File: src/rtl/iir_pkg.sv
// Shared constants and types for the iir_cascade filter and its output capture path.
package iir_pkg;

    localparam int unsigned IIR_DWIDTH        = 24;
    localparam int unsigned IIR_CWIDTH        = 18;
    localparam int unsigned IIR_CASCADE_LEVEL = 4;
    // Settle time that matches the existing checker timing
    localparam int unsigned IIR_SETTLE_DEF    = 15;

    typedef enum logic {
        StIdle = 1'b0,
        StWait = 1'b1
    } cap_state_e;

endpackage

File: src/rtl/iir_cap_fifo.sv
// Synchronous first-word-fall-through FIFO with flush; DEPTH must be a power of two.
module iir_cap_fifo #(
    parameter int unsigned WIDTH = 24,
    parameter int unsigned DEPTH = 4,
    localparam int unsigned AW   = $clog2(DEPTH),
    localparam int unsigned LW   = AW + 1
) (
    input  logic             clk,
    input  logic             rstn,
    input  logic             flush,
    input  logic             push,
    input  logic             pop,
    input  logic [WIDTH-1:0] din,
    output logic [WIDTH-1:0] dout,
    output logic             full,
    output logic             empty,
    output logic [LW-1:0]    level
);

    logic [WIDTH-1:0] mem [DEPTH];
    logic [AW-1:0]    wr_q, rd_q;
    logic [LW-1:0]    level_q, level_d;
    logic             push_ok, pop_ok;

    assign empty   = (level_q == '0);
    assign full    = (level_q == LW'(DEPTH));
    assign level   = level_q;
    assign pop_ok  = pop & ~empty;
    // A full FIFO still accepts a push when a pop frees the head slot on the same edge
    assign push_ok = push & (~full | pop_ok);
    assign dout    = empty ? '0 : mem[rd_q];

    always_comb begin
        level_d = level_q;
        unique case ({push_ok, pop_ok})
            2'b10:   level_d = level_q + LW'(1);
            2'b01:   level_d = level_q - LW'(1);
            default: level_d = level_q;
        endcase
    end

    always_ff @(posedge clk or negedge rstn) begin
        if (!rstn) begin
            wr_q    <= '0;
            rd_q    <= '0;
            level_q <= '0;
        end else if (flush) begin
            wr_q    <= '0;
            rd_q    <= '0;
            level_q <= '0;
        end else begin
            if (push_ok) wr_q <= wr_q + AW'(1);
            if (pop_ok)  rd_q <= rd_q + AW'(1);
            level_q <= level_d;
        end
    end

    always_ff @(posedge clk) begin
        if (push_ok && !flush) mem[wr_q] <= din;
    end

endmodule

File: src/rtl/iir_dout_capture.sv
// Samples iir_cascade dout a programmable time after din_vld and streams it out
// through a small FIFO, flagging overruns, overflows and lost samples.
module iir_dout_capture
    import iir_pkg::*;
#(
    parameter int unsigned DWIDTH     = IIR_DWIDTH,
    parameter int unsigned CNT_W      = 6,
    parameter int unsigned FIFO_DEPTH = 4,
    parameter int unsigned DROP_W     = 8,
    localparam int unsigned LVL_W     = $clog2(FIFO_DEPTH) + 1
) (
    input  logic              clk,
    input  logic              rstn,
    input  logic              block_en,
    input  logic [CNT_W-1:0]  settle_cyc,
    input  logic              din_vld,
    input  logic [DWIDTH-1:0] iir_dout,
    input  logic              err_clr,
    output logic              out_vld,
    output logic [DWIDTH-1:0] out_data,
    input  logic              out_rdy,
    output logic [LVL_W-1:0]  fifo_lvl,
    output logic              ovr_err,
    output logic              ovf_err,
    output logic [DROP_W-1:0] drop_cnt
);

    cap_state_e       state_q;
    logic [CNT_W-1:0] cnt_q;
    logic [CNT_W-1:0] settle_ld;
    logic             fifo_full, fifo_empty;
    logic             overrun, cap_due, overflow, drop;

    assign settle_ld = (settle_cyc == '0) ? CNT_W'(1) : settle_cyc;
    assign overrun   = block_en & din_vld & (state_q == StWait);
    assign cap_due   = block_en & ~din_vld & (state_q == StWait) & (cnt_q == CNT_W'(1));
    assign overflow  = cap_due & fifo_full & ~out_rdy;
    // Overrun and overflow are mutually exclusive, so at most one sample is lost per edge
    assign drop      = overrun | overflow;
    assign out_vld   = ~fifo_empty;

    always_ff @(posedge clk or negedge rstn) begin
        if (!rstn) begin
            state_q <= StIdle;
            cnt_q   <= '0;
        end else if (!block_en) begin
            state_q <= StIdle;
            cnt_q   <= '0;
        end else begin
            unique case (state_q)
                StIdle: begin
                    if (din_vld) begin
                        cnt_q   <= settle_ld;
                        state_q <= StWait;
                    end
                end
                StWait: begin
                    if (din_vld) begin
                        cnt_q <= settle_ld;
                    end else if (cnt_q == CNT_W'(1)) begin
                        cnt_q   <= '0;
                        state_q <= StIdle;
                    end else begin
                        cnt_q <= cnt_q - CNT_W'(1);
                    end
                end
            endcase
        end
    end

    always_ff @(posedge clk or negedge rstn) begin
        if (!rstn) begin
            ovr_err  <= 1'b0;
            ovf_err  <= 1'b0;
            drop_cnt <= '0;
        end else if (err_clr) begin
            ovr_err  <= 1'b0;
            ovf_err  <= 1'b0;
            drop_cnt <= '0;
        end else begin
            if (overrun)  ovr_err <= 1'b1;
            if (overflow) ovf_err <= 1'b1;
            if (drop && drop_cnt != '1) drop_cnt <= drop_cnt + DROP_W'(1);
        end
    end

    iir_cap_fifo #(
        .WIDTH (DWIDTH),
        .DEPTH (FIFO_DEPTH)
    ) u_fifo (
        .clk   (clk),
        .rstn  (rstn),
        .flush (~block_en),
        .push  (cap_due),
        .pop   (out_rdy),
        .din   (iir_dout),
        .dout  (out_data),
        .full  (fifo_full),
        .empty (fifo_empty),
        .level (fifo_lvl)
    );

endmodule

File: config.mk
export PLATFORM = sky130hd
export DESIGN_NAME = iir_dout_capture
export DESIGN_NICKNAME = d
export VERILOG_FILES = /design/src/rtl/iir_pkg.sv /design/src/rtl/iir_cap_fifo.sv /design/src/rtl/iir_dout_capture.sv
export SDC_FILE = /design/constraint.sdc
export NUM_CORES = 1
export LEC_CHECK = 0
export BUFFER_PORTS_ARGS = -buffer_cell sky130_fd_sc_hd__buf_2
export CAP_MARGIN = 20
export CORE_MARGIN = 2
export CORE_UTILIZATION = 50
export CTS_BUF_LIST = sky130_fd_sc_hd__clkbuf_16
export DETAILED_ROUTE_END_ITERATION = 10
export PLACE_DENSITY = 0.77
export SETUP_SLACK_MARGIN = 0.1
export SLEW_MARGIN = 10
export SYNTH_ARGS = -nofsm -noshare
export SYNTH_HDL_FRONTEND = slang
export SYNTH_HIERARCHICAL = 1
export SYNTH_SLANG_ARGS = --single-unit
File: constraint.sdc
create_clock -name clk -period 3.7 [get_ports clk]
set_input_delay 0.925 -clock clk [delete_from_list [all_inputs] [get_ports clk]]
set_output_delay 0.925 -clock clk [all_outputs]
set_load 0.01 [all_outputs]
Word level (Yosys, flattened, before mapping)

Memories as Yosys holds them, arrays and structs flattened.
Cells that the tools add are included.

Add/subtract/negate cells: 6
Equality and inequality tests: 9
Multiplexer cells: 26
Bitwise logic cells: 16
Reductions and logical operators: 7

Operators with widths:

| cell                                              | count |
|---|---|
| 2-to-1 mux 6 bit                                  | 5 |
| 2-to-1 mux 24 bit                                 | 1 |
| 2-to-1 mux 8 bit                                  | 2 |
| one-hot mux 6 bit (2 select lines)                | 1 |
| 2-to-1 mux 1 bit                                  | 10 |
| AND 1 bit                                         | 9 |
| adder 8 x 1 -> 8 bit (second input constant)      | 1 |
| 2-to-1 mux 2 bit                                  | 4 |
| != test 8 bit (second input constant)             | 1 |
| == test 6 x 1 -> 1 bit (second input constant)    | 1 |
| logical NOT 6 bit                                 | 1 |
| one-hot mux 3 bit (2 select lines)                | 1 |
| nonzero test 2 bit                                | 3 |
| subtractor 6 x 1 -> 6 bit (second input constant) | 1 |
| inverter 1 bit                                    | 5 |
| adder 2 x 1 -> 2 bit (second input constant)      | 2 |
| != test 2 x 1 -> 1 bit (second input constant)    | 2 |
| adder 3 x 1 -> 3 bit (second input constant)      | 1 |
| == test 3 bit (second input constant)             | 1 |
| logical NOT 3 bit                                 | 1 |
| 2-to-1 mux 3 bit                                  | 1 |
| != test 3 x 1 -> 1 bit (second input constant)    | 1 |
| != test 3 bit (second input constant)             | 1 |
| subtractor 3 x 1 -> 3 bit (second input constant) | 1 |
| 5 further kinds                                   | 7 |

Register bits: 24
Bits in writable memories: 96
Output and inout port bits: 38
Memories: 1

Memories:

| name       | words | bits a word | rd ports | clocked after memory_dff | wr ports | line               | text |
|---|---|---|---|---|---|---|---|
| u_fifo.mem | 4     | 24          | 1        | 0                        | 1        | iir_cap_fifo.sv:20 | `logic [WIDTH-1:0] mem [DEPTH];` |

Depth between registers and ports, before layout

Gate-level depths: netlist of run 1.

Word-level depth: 10
Mapped depth: 11
Gate-level depth less buffers: 10

Cells and area by module

Netlist of run 1, hierarchy kept.

Modules (own cells, without submodules):

| module           | instances | cells an instance | area each (um2) | sequential area each (um2) |
|---|---|---|---|---|
| iir_cap_fifo     | 1         | 213               | 4190.3          | 3057.9 |
| iir_dout_capture | 1         | 112               | 1042.2          | 425.4 |

Least setup slack after synthesis of run 1

No wires, ideal clock.

Path kind: input port to flip-flop
Start point: input din_vld
End point: memory u_fifo.mem[0][0], enable pin
Library setup time: 0.440 ns
Arrival: 3.527 ns
Required time: 3.260 ns
Setup slack: -0.267 ns
Stages: 5
Path buffers: 2
Cell sequence: clkbuf_1 > nor3_1 > buf_6 > o21ai_0 > nor3b_1

Longest elaborated chain between the ends: 8

RTL lines:

| what                                   | line                   | text |
|---|---|---|
| start, declared                        | iir_dout_capture.sv:16 | `input logic din_vld,` |
| inverter 1 bit                         | iir_dout_capture.sv:36 | `assign cap_due = block_en & ~din_vld & (state_q == StWait) & (cnt_q == CNT_W'(1));` |
| AND 1 bit (3 in a row)                 | iir_dout_capture.sv:36 |  |
| named net cap_due                      | iir_dout_capture.sv:32 | `logic overrun, cap_due, overflow, drop;` |
| AND 1 bit                              | iir_cap_fifo.sv:30     | `assign push_ok = push & (~full \| pop_ok);` |
| logical AND 1 bit                      | iir_cap_fifo.sv:59     | `if (push_ok && !flush) mem[wr_q] <= din;` |
| 2-to-1 mux 1 bit                       | iir_cap_fifo.sv:59     |  |
| 2-to-1 mux 1 bit (implied by the code) | iir_cap_fifo.sv:59     |  |
| end, declared                          | iir_cap_fifo.sv:20     |  |

The timed path passes the listed nets, and every way through them passes these cells.

Worst setup path after layout of run 1

Start point: register u_fifo.rd_q[0]
End point: output out_data[13]

Longest elaborated chain between the ends: 2

RTL lines:

| what                     | line                   | text |
|---|---|---|
| start, declared          | iir_cap_fifo.sv:21     | `logic [AW-1:0] wr_q, rd_q;` |
| start signal, assigned   | iir_cap_fifo.sv:53     | `if (pop_ok) rd_q <= rd_q + AW'(1);` |
| memory read (4 x 24 bit) | n/a                    |  |
| 2-to-1 mux 24 bit        | iir_cap_fifo.sv:31     | `assign dout = empty ? '0 : mem[rd_q];` |
| end, declared            | iir_dout_capture.sv:20 | `output logic [DWIDTH-1:0] out_data,` |

No other way between the ends.

==> impl_metrics.toml, run 1 <==
[logic_synthesis]
synth_edf_count = 96
synth-seq-area-share_pct = 66.6
async_flop_share_pct = 20.0
ys.flop_type = "edfxtp_1"
syn-num-nets = 369
avgSynthCellArea_um2 = 16.1
ys_ff_latch = 120
yosysWarningCount = 6
ys_types = 52
synth_cells = 325
synth_area_um2 = 5230

[routing]
ant_nets = 0
drtIter0Drc = 160
vias = 3097
routed_wl_mm = 10.1
first_pass_iters = 4
remaining_drc_errors = 0
vias_per_cell = 5.50
routedWlPerCell_um = 17.9

[run]
maxCapViolCount = 0

[clocking]
clock-sinks = 120
cts_hold_buf = 0
cts_tree = "done"
clkLatencyLatePin_ns = 0.41
postCtsSetupRepairBufs = 0
cts_root_buf = "clkbuf_16"
cts_resized = 0
cts_buffers = 17
cts.clk_slew.worst_paths_ns = 0.06
clk_path_buf_depth = 2
htreeDepth = 4

[placement]
place.gp.congestion = 0.827
placed_area_um2 = 5780
dp.cells = 529
portBuffers = 73
hpwl_mm = 6.27
dpl_worst_slack_ns = 0.754

[floorplanning]
start_util_pct = 51.1
dieHeight_um = 106
boundaryPins = 74
core_um2 = 10200
num_rows = 37
die_area_um2 = 11300
die_x_um = 106

[final_layout]
area_delta_synth_final_pct = 22.5
fill_cells = 734
stdcell_count = 563
fin_nets = 457
drive_above_1_share_pct = 37.1
fin_area_um2 = 6410
final_util_pct = 62.7

[global_routing]
grt_pass1_vias = 3169
grt-ovfl-total = 0
antenna_found_initial = 1
grt_max_degree = 26
grt_pass1_wl_mm = 16.0
grt_usage_pct = 19.3

[sta]
fin_setup_tns_ns = 0
worst_slew_pin_slew_ns = 0.744
fin_ws_ns = 0.652
fmax_mhz = 328
finalClockSkew_ns = 0.00874
setup_viol = 0
min_period_ns = 3.05
whs_ns = 0.511
max-slew-margin-rel_pct = 49.9
finalHoldViolations = 0
fin_crit_sh_pct = 82.4
finalMaxSlewViolations = 0
rsz0062_at_grt = "false"

[worst_setup_path]
endpoint_kind = "primary output"
critical_path_class = "reg -> out"
cp_data_required_time_ns = 2.77
critPathMaxFanout = 12
worst-endpoint-arrival_ns = 2.12
start_kind = "flop"

[power_and_ir_drop]
p_total_mw = 3.28
peakVddDrop_v = 0.000294
p_leak_nw = 2.39
p_per_area_nw_per_um2 = 511

[worst_hold_path]
hold_class = "in -> async"

[outcome]
outcome = "finished clean"
## report_power, final
part	total, mW	leakage [nW]	internal [mW]	switching [mW]
Combinational	0.0949	0.907	0.0366	0.0584
Clock	1.70	0.294	1.07	0.630
Sequential	1.48	1.19	1.47	0.0103
## kinds of logic (layout without fill, tap and decap cells)
group | Yosys count | in the layout | share of synthesized area, %
flops | 120 | 120 | 66.6
fa+ha+maj | 8 | 8 | 2.06
xor+xnor | 4 | 4 | 0.670
compound gates | 41 | 41 | 5.21
buf+inv | 30 | 131 | 2.99
simple gates | 93 | 93 | 11.1
mux | 29 | 29 | 11.4
other cells | 0 | 1 | 0
## cell type report
class	count	area (µm²)	area share [%]
repair buffers	87	470	7.34
clock buffers	17	425	6.64
clock inverters	15	193	3.01
well taps	136	170	2.65
multi-input cells	175	1620	25.3
diodes	1	2.50	0.0390
flip-flops and latches	120	3480	54.4
inverters	12	45.0	0.703
## synthesized netlist by cell type (all sizes together) (5+ instances only)
cell    number  area, µm²
o21ai        7       35.0
dfrtp       24        601
buf         11       80.1
inv         12       45.0
mux4        24        541
a21oi       11       55.1
ha           7       87.6
nor3         5       30.0
nor3b        6       56.3
o31ai        5       37.5
a31oi        5       37.5
edfxtp      96       2880
or4          5       37.5
nor2b       26        163
nand2        8       30.0
nor2        20       77.6
nand3        6       30.0
clkbuf       6       22.5
## critical path, stage by stage, from the launching register on
cell,delay (ns)
dfrtp_2,0.59
buf_4,0.30
mux4_2,0.53
nor2b_1,0.15
buf_2,0.15
## registers in the layout (all words and copies together) (netlist names), 2 cells and up
name	count
drop_cnt	8
u_fifo/level	3
u_fifo/rd_q	2
u_fifo/wr_q	2
u_fifo/mem	96
cnt_q	6
## layer usage
metal / GRT usage [%] / routed length (µm) / up-vias
met1: 22.3 / 4090 / 1557
li1: - / - / 1436
met2: 33.5 / 5280 / 96
met5: 0 / 0 / -
met3: 6.44 / 613 / 8
met4: 7.05 / 79 / 0
## path summary, 6_finish.rpt
path | startpoint | endpoint | slack, ns | depth (start not counted)
worst max-delay path | u_fifo/rd_q[0] | out_data[13] | 0.65 | 4
min in group clk | ovf_err | ovf_err | 0.51 | 2
worst max register to register | cnt_q[1] | u_fifo/level[2] | 0.79 | 11
max in group asynchronous | rstn | u_fifo/rd_q[0] | 2.78 | 1
worst min register to register | ovf_err | ovf_err | 0.51 | 2
worst min-delay path | rstn | cnt_q[3] | 0.51 | 1
## cell usage in the layout (no fill, tap or decap), types with 2 or more instances in the layout
cell type,count
o21bai_1,2
nor2b_1,26
o31ai_1,5
nor3_1,4
mux4_2,24
a211oi_1,2
a21oi_1,11
clkinv_4,3
inv_1,12
edfxtp_1,96
inv_6,3
mux2i_1,2
xor2_1,3
nor2_1,19
ha_1,7
o21ai_1,2
o21ai_0,5
nor4_4,2
o2111ai_1,2
nand2_1,8
dfrtp_1,23
buf_4,14
or3b_1,3
clkinvlp_4,3
a31oi_1,4
or2_2,2
clkbuf_16,17
or4_1,5
nor3b_2,4
nand2b_1,2
or3_1,3
mux2_1,2
bufinv_16,3
inv_8,2
buf_2,73
nand3_1,6
No activity file was read; power rests on OpenSTA's default activity.
==> inputs of run 2 (changes only) <==
- ABC_AREA: default -> 1
- PLACE_DENSITY: 0.77 -> 0.74
- clock period: 3.7 -> 3.1 ns (I/O delays scaled with it)
==> impl_metrics.toml, run 2 <==
[routing]
routed_wl_mm = 11.2
drtIter0Drc = 313
first_pass_iters = 6
ant_nets = 0
remaining_drc_errors = 0
vias = 3849
vias_per_cell = 5.24
routedWlPerCell_um = 15.2

[final_layout]
area_delta_synth_final_pct = 19.9
drive_above_1_share_pct = 21.9
final_common_cell = "nor2_1"
fin_area_um2 = 6430
top_register = "u_fifo/mem"
fin_nets = 630
largestRegisters = "u_fifo/mem x96, drop_cnt x8, cnt_q x6"
diodes = 0
largest_reg_flops = 96
final_cell_mix = "nor2_1 (119), edfxtp_1 (96), buf_2 (73)"
fill_cells = 796
stdcell_count = 735

[power_and_ir_drop]
p_seq_share_pct = 38.7
combPwrFrac_pct = 20.3
p_total_mw = 4.76
switchingPower_mw = 1.39
p_per_area_nw_per_um2 = 740
p_leak_nw = 2.65
swShare_pct = 29.2
peakVddDrop_v = 0.000400
p_clk_share_pct = 41.0
p_int_mw = 3.37

[sta]
fin_setup_tns_ns = 0
finalMaxSlewViolations = 0
setup_viol = 0
max-slew-margin-rel_pct = 63.7
finalHoldViolations = 0
fin_crit_sh_pct = 90.9
min_period_ns = 2.82
worst_slew_pin_slew_ns = 0.544
fmax_mhz = 355
finalClockSkew_ns = 0.00854
rsz0062_at_grt = "false"

[logic_synthesis]
synth_largest_area_cell = "edfxtp_1"
synth_cells = 507
ys.flop_type = "edfxtp_1"
synth_edf_count = 96
synth_common_cells = "nor2_1 (123), edfxtp_1 (96), nand2_1 (53)"
synthTopCellsByArea = "edfxtp_1 (54%), dfrtp_1 (11%), nor2_1 (8.6%), o21ai_0 (4.2%), nand2_1 (3.7%)"
async_flop_share_pct = 20.0
synth-seq-area-share_pct = 64.9
synth_most_common_cell = "nor2_1"
synth_top_area_share_pct = 53.7
ys_ff_latch = 120
syn-num-nets = 551
synth_area_um2 = 5360
yosysWarningCount = 6
ys_types = 31
avgSynthCellArea_um2 = 10.6

[clocking]
cts_buffers = 17
cts_root_buf = "clkbuf_16"
cts_tree = "done"
clkLatencyLatePin_ns = 0.40
clk_path_buf_depth = 2
htreeDepth = 4
postCtsSetupRepairBufs = 0
cts_hold_buf = 0
cts_resized = 1
clock-sinks = 120
cts.clk_slew.worst_paths_ns = 0.05

[floorplanning]
boundaryPins = 74
die_x_um = 108
die_area_um2 = 11600
dieHeight_um = 108
core_um2 = 10400
num_rows = 37
start_util_pct = 51.7

[placement]
hpwl_mm = 6.87
place.gp.congestion = 0.861
dp.cells = 703
placed_area_um2 = 5830
portBuffers = 73

[worst_setup_path]
critPathMaxFanout = 36
cp_data_required_time_ns = 2.32
worst-endpoint-arrival_ns = 2.04
critical_path_class = "reg -> out"
start_kind = "flop"
endpoint_kind = "primary output"
ff2ff_path_depth = 14

[global_routing]
grt_pass1_vias = 3798
grt-ovfl-total = 0
grt_usage_pct = 20.5
grt_pass1_wl_mm = 18.1
grt_max_degree = 50
antenna_found_initial = 1

[outcome]
outcome = "finished clean"

[run]
maxCapViolCount = 0

[worst_hold_path]
hold_class = "in -> async"
-- run 2: cell types whose count changed after synthesis, moves of 24 or more --
cell and delta:
inv_1 +25, mux4_2 -24, nand2_1 +45, nor2_1 +104
nor2b_1 -26, o21ai_0 +40
-- run 2: area by class of cell --
cell class | instances | area, µm² | area share [%]
flip-flops and latches | 120 | 3490 | 54.2
multi-input cells | 326 | 1580 | 24.5
repair buffers | 80 | 443 | 6.89
clock buffers | 17 | 425 | 6.61
clock inverters | 15 | 175 | 2.72
well taps | 136 | 170 | 2.65
inverters | 41 | 156 | 2.43
-- run 2: worst max-delay path, stage by stage (launching register included) --
cell     delay [ns]
dfrtp_2        0.54
buf_4          0.40
nor2_1         0.09
nor2_1         0.09
o21ai_0        0.08
a21oi_1        0.25
buf_2          0.18
-- run 2: through the flow --
stage	setup WS, ns	hold slack (ns)	utilization, %
2_1_floorplan	0.109	0.471	-
3_3_place_gp	0.319	0.496	56.2
3_5_place_dp	0.188	0.492	56.2
4_1_cts	0.207	0.363	62.0
5_1_grt	0.156	0.387	62.0
6_report	0.282	0.357	62.0
-- run 2: cells by family after synthesis --
kind of cell	Yosys count	share of synthesized area, %
and+or+nand+nor	221	17.5
DFF	120	64.9
AOI/OAI and AO/OA	90	8.54
buffers and inverters	61	5.85
adders and majority gates	8	2.01
xor gates and xnor gates	7	1.14
-- run 2: final timing paths --
kind / from / end / slack, ns
worst max-delay path: u_fifo/rd_q[0] / out_data[20] / 0.28
worst min-delay path: rstn / cnt_q[2] / 0.36
worst max register to register: cnt_q[1] / u_fifo/level[2] / 0.57
worst min register to register: cnt_q[5] / cnt_q[5] / 0.51
max in group asynchronous: rstn / u_fifo/rd_q[0] / 2.35
min in group clk: cnt_q[5] / cnt_q[5] / 0.51
-- run 2: metal layers --
metal / global-route usage, % / vias up / share of wire [%]
met5: 0 / - / 0.12
met2: 35.3 / 127 / 50
met4: 5.86 / 2 / 0.68
li1: - / 1880 / -
met3: 6.11 / 11 / 6.7
met1: 24.9 / 1829 / 42
-- run 2: power by group through the flow --
stage,Clock (mW),Sequential (mW),Combinational (mW)
global route,2.06,1.85,1.08
detailed placement,0,1.87,0.961
CTS,1.99,1.84,0.971
finish,1.95,1.84,0.967
floorplan,0,1.84,0.696
global placement,0,1.87,0.938
==> inputs of run 3 (changes only) <==
- CORE_ASPECT_RATIO: default -> 1.75
==> impl_metrics.toml, run 3 (synthesis results as in run 2) <==
[clocking]
cts_tree = "done"
cts_hold_buf = 0
cts_root_buf = "clkbuf_16"
cts_resized = 0
postCtsSetupRepairBufs = 0
cts_buffers = 17
clock-sinks = 120
clkLatencyLatePin_ns = 0.40
htreeDepth = 4
clk_path_buf_depth = 2
cts.clk_slew.worst_paths_ns = 0.05

[sta]
min_period_ns = 2.72
max-slew-margin-rel_pct = 61.6
rsz0062_at_grt = "false"
finalMaxSlewViolations = 0
fin_setup_tns_ns = 0
fin_crit_sh_pct = 87.6
whs_ns = 0.372
finalHoldViolations = 0
fmax_mhz = 368
finalClockSkew_ns = 0.00860
setup_viol = 0
worst_slew_pin_slew_ns = 0.576

[outcome]
outcome = "finished clean"

[routing]
first_pass_iters = 5
ant_nets = 0
routed_wl_mm = 11.1
drtIter0Drc = 284
vias_per_cell = 5.35
routedWlPerCell_um = 15.2
remaining_drc_errors = 0
vias = 3921

[floorplanning]
die_area_um2 = 11600
dieHeight_um = 141
core_um2 = 10600
die_x_um = 82.3
boundaryPins = 74
num_rows = 50
start_util_pct = 50.7

[power_and_ir_drop]
p_per_area_nw_per_um2 = 727
peakVddDrop_v = 0.000425
p_leak_nw = 2.65

[global_routing]
grt_max_degree = 37
grt_pass1_vias = 3890
grt_usage_pct = 20.5
grt_pass1_wl_mm = 18.0
antenna_found_initial = 0
grt-ovfl-total = 0

[final_layout]
fin_nets = 634
drive_above_1_share_pct = 21.7
final_common_cell = "nor2_1"
ff_latch_area_um2 = 3480
fill_cells = 863
largest_reg_flops = 96
final_cell_mix = "nor2_1 (119), edfxtp_1 (96), buf_2 (73)"
area_delta_synth_final_pct = 19.1
diodes = 0
largestRegisters = "u_fifo/mem x96, drop_cnt x8, cnt_q x6"
multiInputGateArea_um2 = 1580
final_util_pct = 60.4
top_register = "u_fifo/mem"

[worst_setup_path]
startpoint = "u_fifo/rd_q[1]"
cp_data_required_time_ns = 2.32
endpoint_kind = "primary output"
critical_path_class = "reg -> out"
ff2ff_path_depth = 14
r2r_end = "u_fifo/level[2]"
reg2reg_slack_ns = 0.60
start_kind = "flop"
worst-endpoint-arrival_ns = 1.94
critPathMaxFanout = 26
r2r-start = "cnt_q[1]"

[worst_hold_path]
hold_class = "in -> async"

[run]
maxCapViolCount = 0

[placement]
portBuffers = 73
hpwl_mm = 7.46
place.gp.congestion = 0.858
-- run 3: final cells by class --
cell class                      count  area share [%]
Multi-Input combinational cell    326            24.7
Tap cell                          130            2.55
Inverter                           41            2.41
Clock inverter                     15            2.15
Timing Repair Buffer               84            7.01
Clock buffer                       17            6.66
Sequential cell                   120            54.5
-- run 3: report_power, final --
part / switching (mW) / internal, mW / leakage (nW)
registers: 0.0405 / 1.77 / 1.19
logic: 0.655 / 0.348 / 1.19
clock network: 0.664 / 1.17 / 0.271
total: 1.36 / 3.29 / 2.65
-- run 3: worst max-delay path, cell delays in order (launching register included) --
cell,delay [ns]
dfrtp_1,0.31
buf_4,0.29
inv_2,0.28
nor2_1,0.20
o21ai_1,0.11
a21oi_1,0.18
buf_2,0.16
-- run 3: worst max-delay path by stage --
stage	endpoint	slack (ns)	cells after the start
floorplan	u_fifo/mem[2][0]	0.11	7
finish	out_data[21]	0.38	6
global placement	u_fifo/level[2]	0.32	14
CTS	out_data[19]	0.37	6
detailed placement	u_fifo/level[2]	0.23	14
global route	out_data[21]	0.24	6
-- run 3: metrics by stage --
| step | worst slack (ns) | total power [mW] | instances | cell area, µm² |
|---|---|---|---|---|
| 2_1_floorplan | 0.109 | 2.54 | 507 | 5360 |
| 3_3_place_gp | 0.321 | 2.82 | 701 | 5820 |
| 3_5_place_dp | 0.229 | 2.85 | 701 | 5820 |
| 4_1_cts | 0.369 | 4.68 | 733 | 6390 |
| 5_1_grt | 0.242 | 4.87 | 733 | 6390 |
| 6_report | 0.384 | 4.65 | 733 | 6390 |
-- run 3: routing by layer --
metal / global-route usage [%] / up-vias / wire length [µm]
met1: 22.3 / 1866 / 4240
met5: 0 / - / 0
met3: 5.83 / 19 / 635
met2: 36.8 / 148 / 6050
met4: 7.19 / 0 / 204
li1: - / 1888 / -
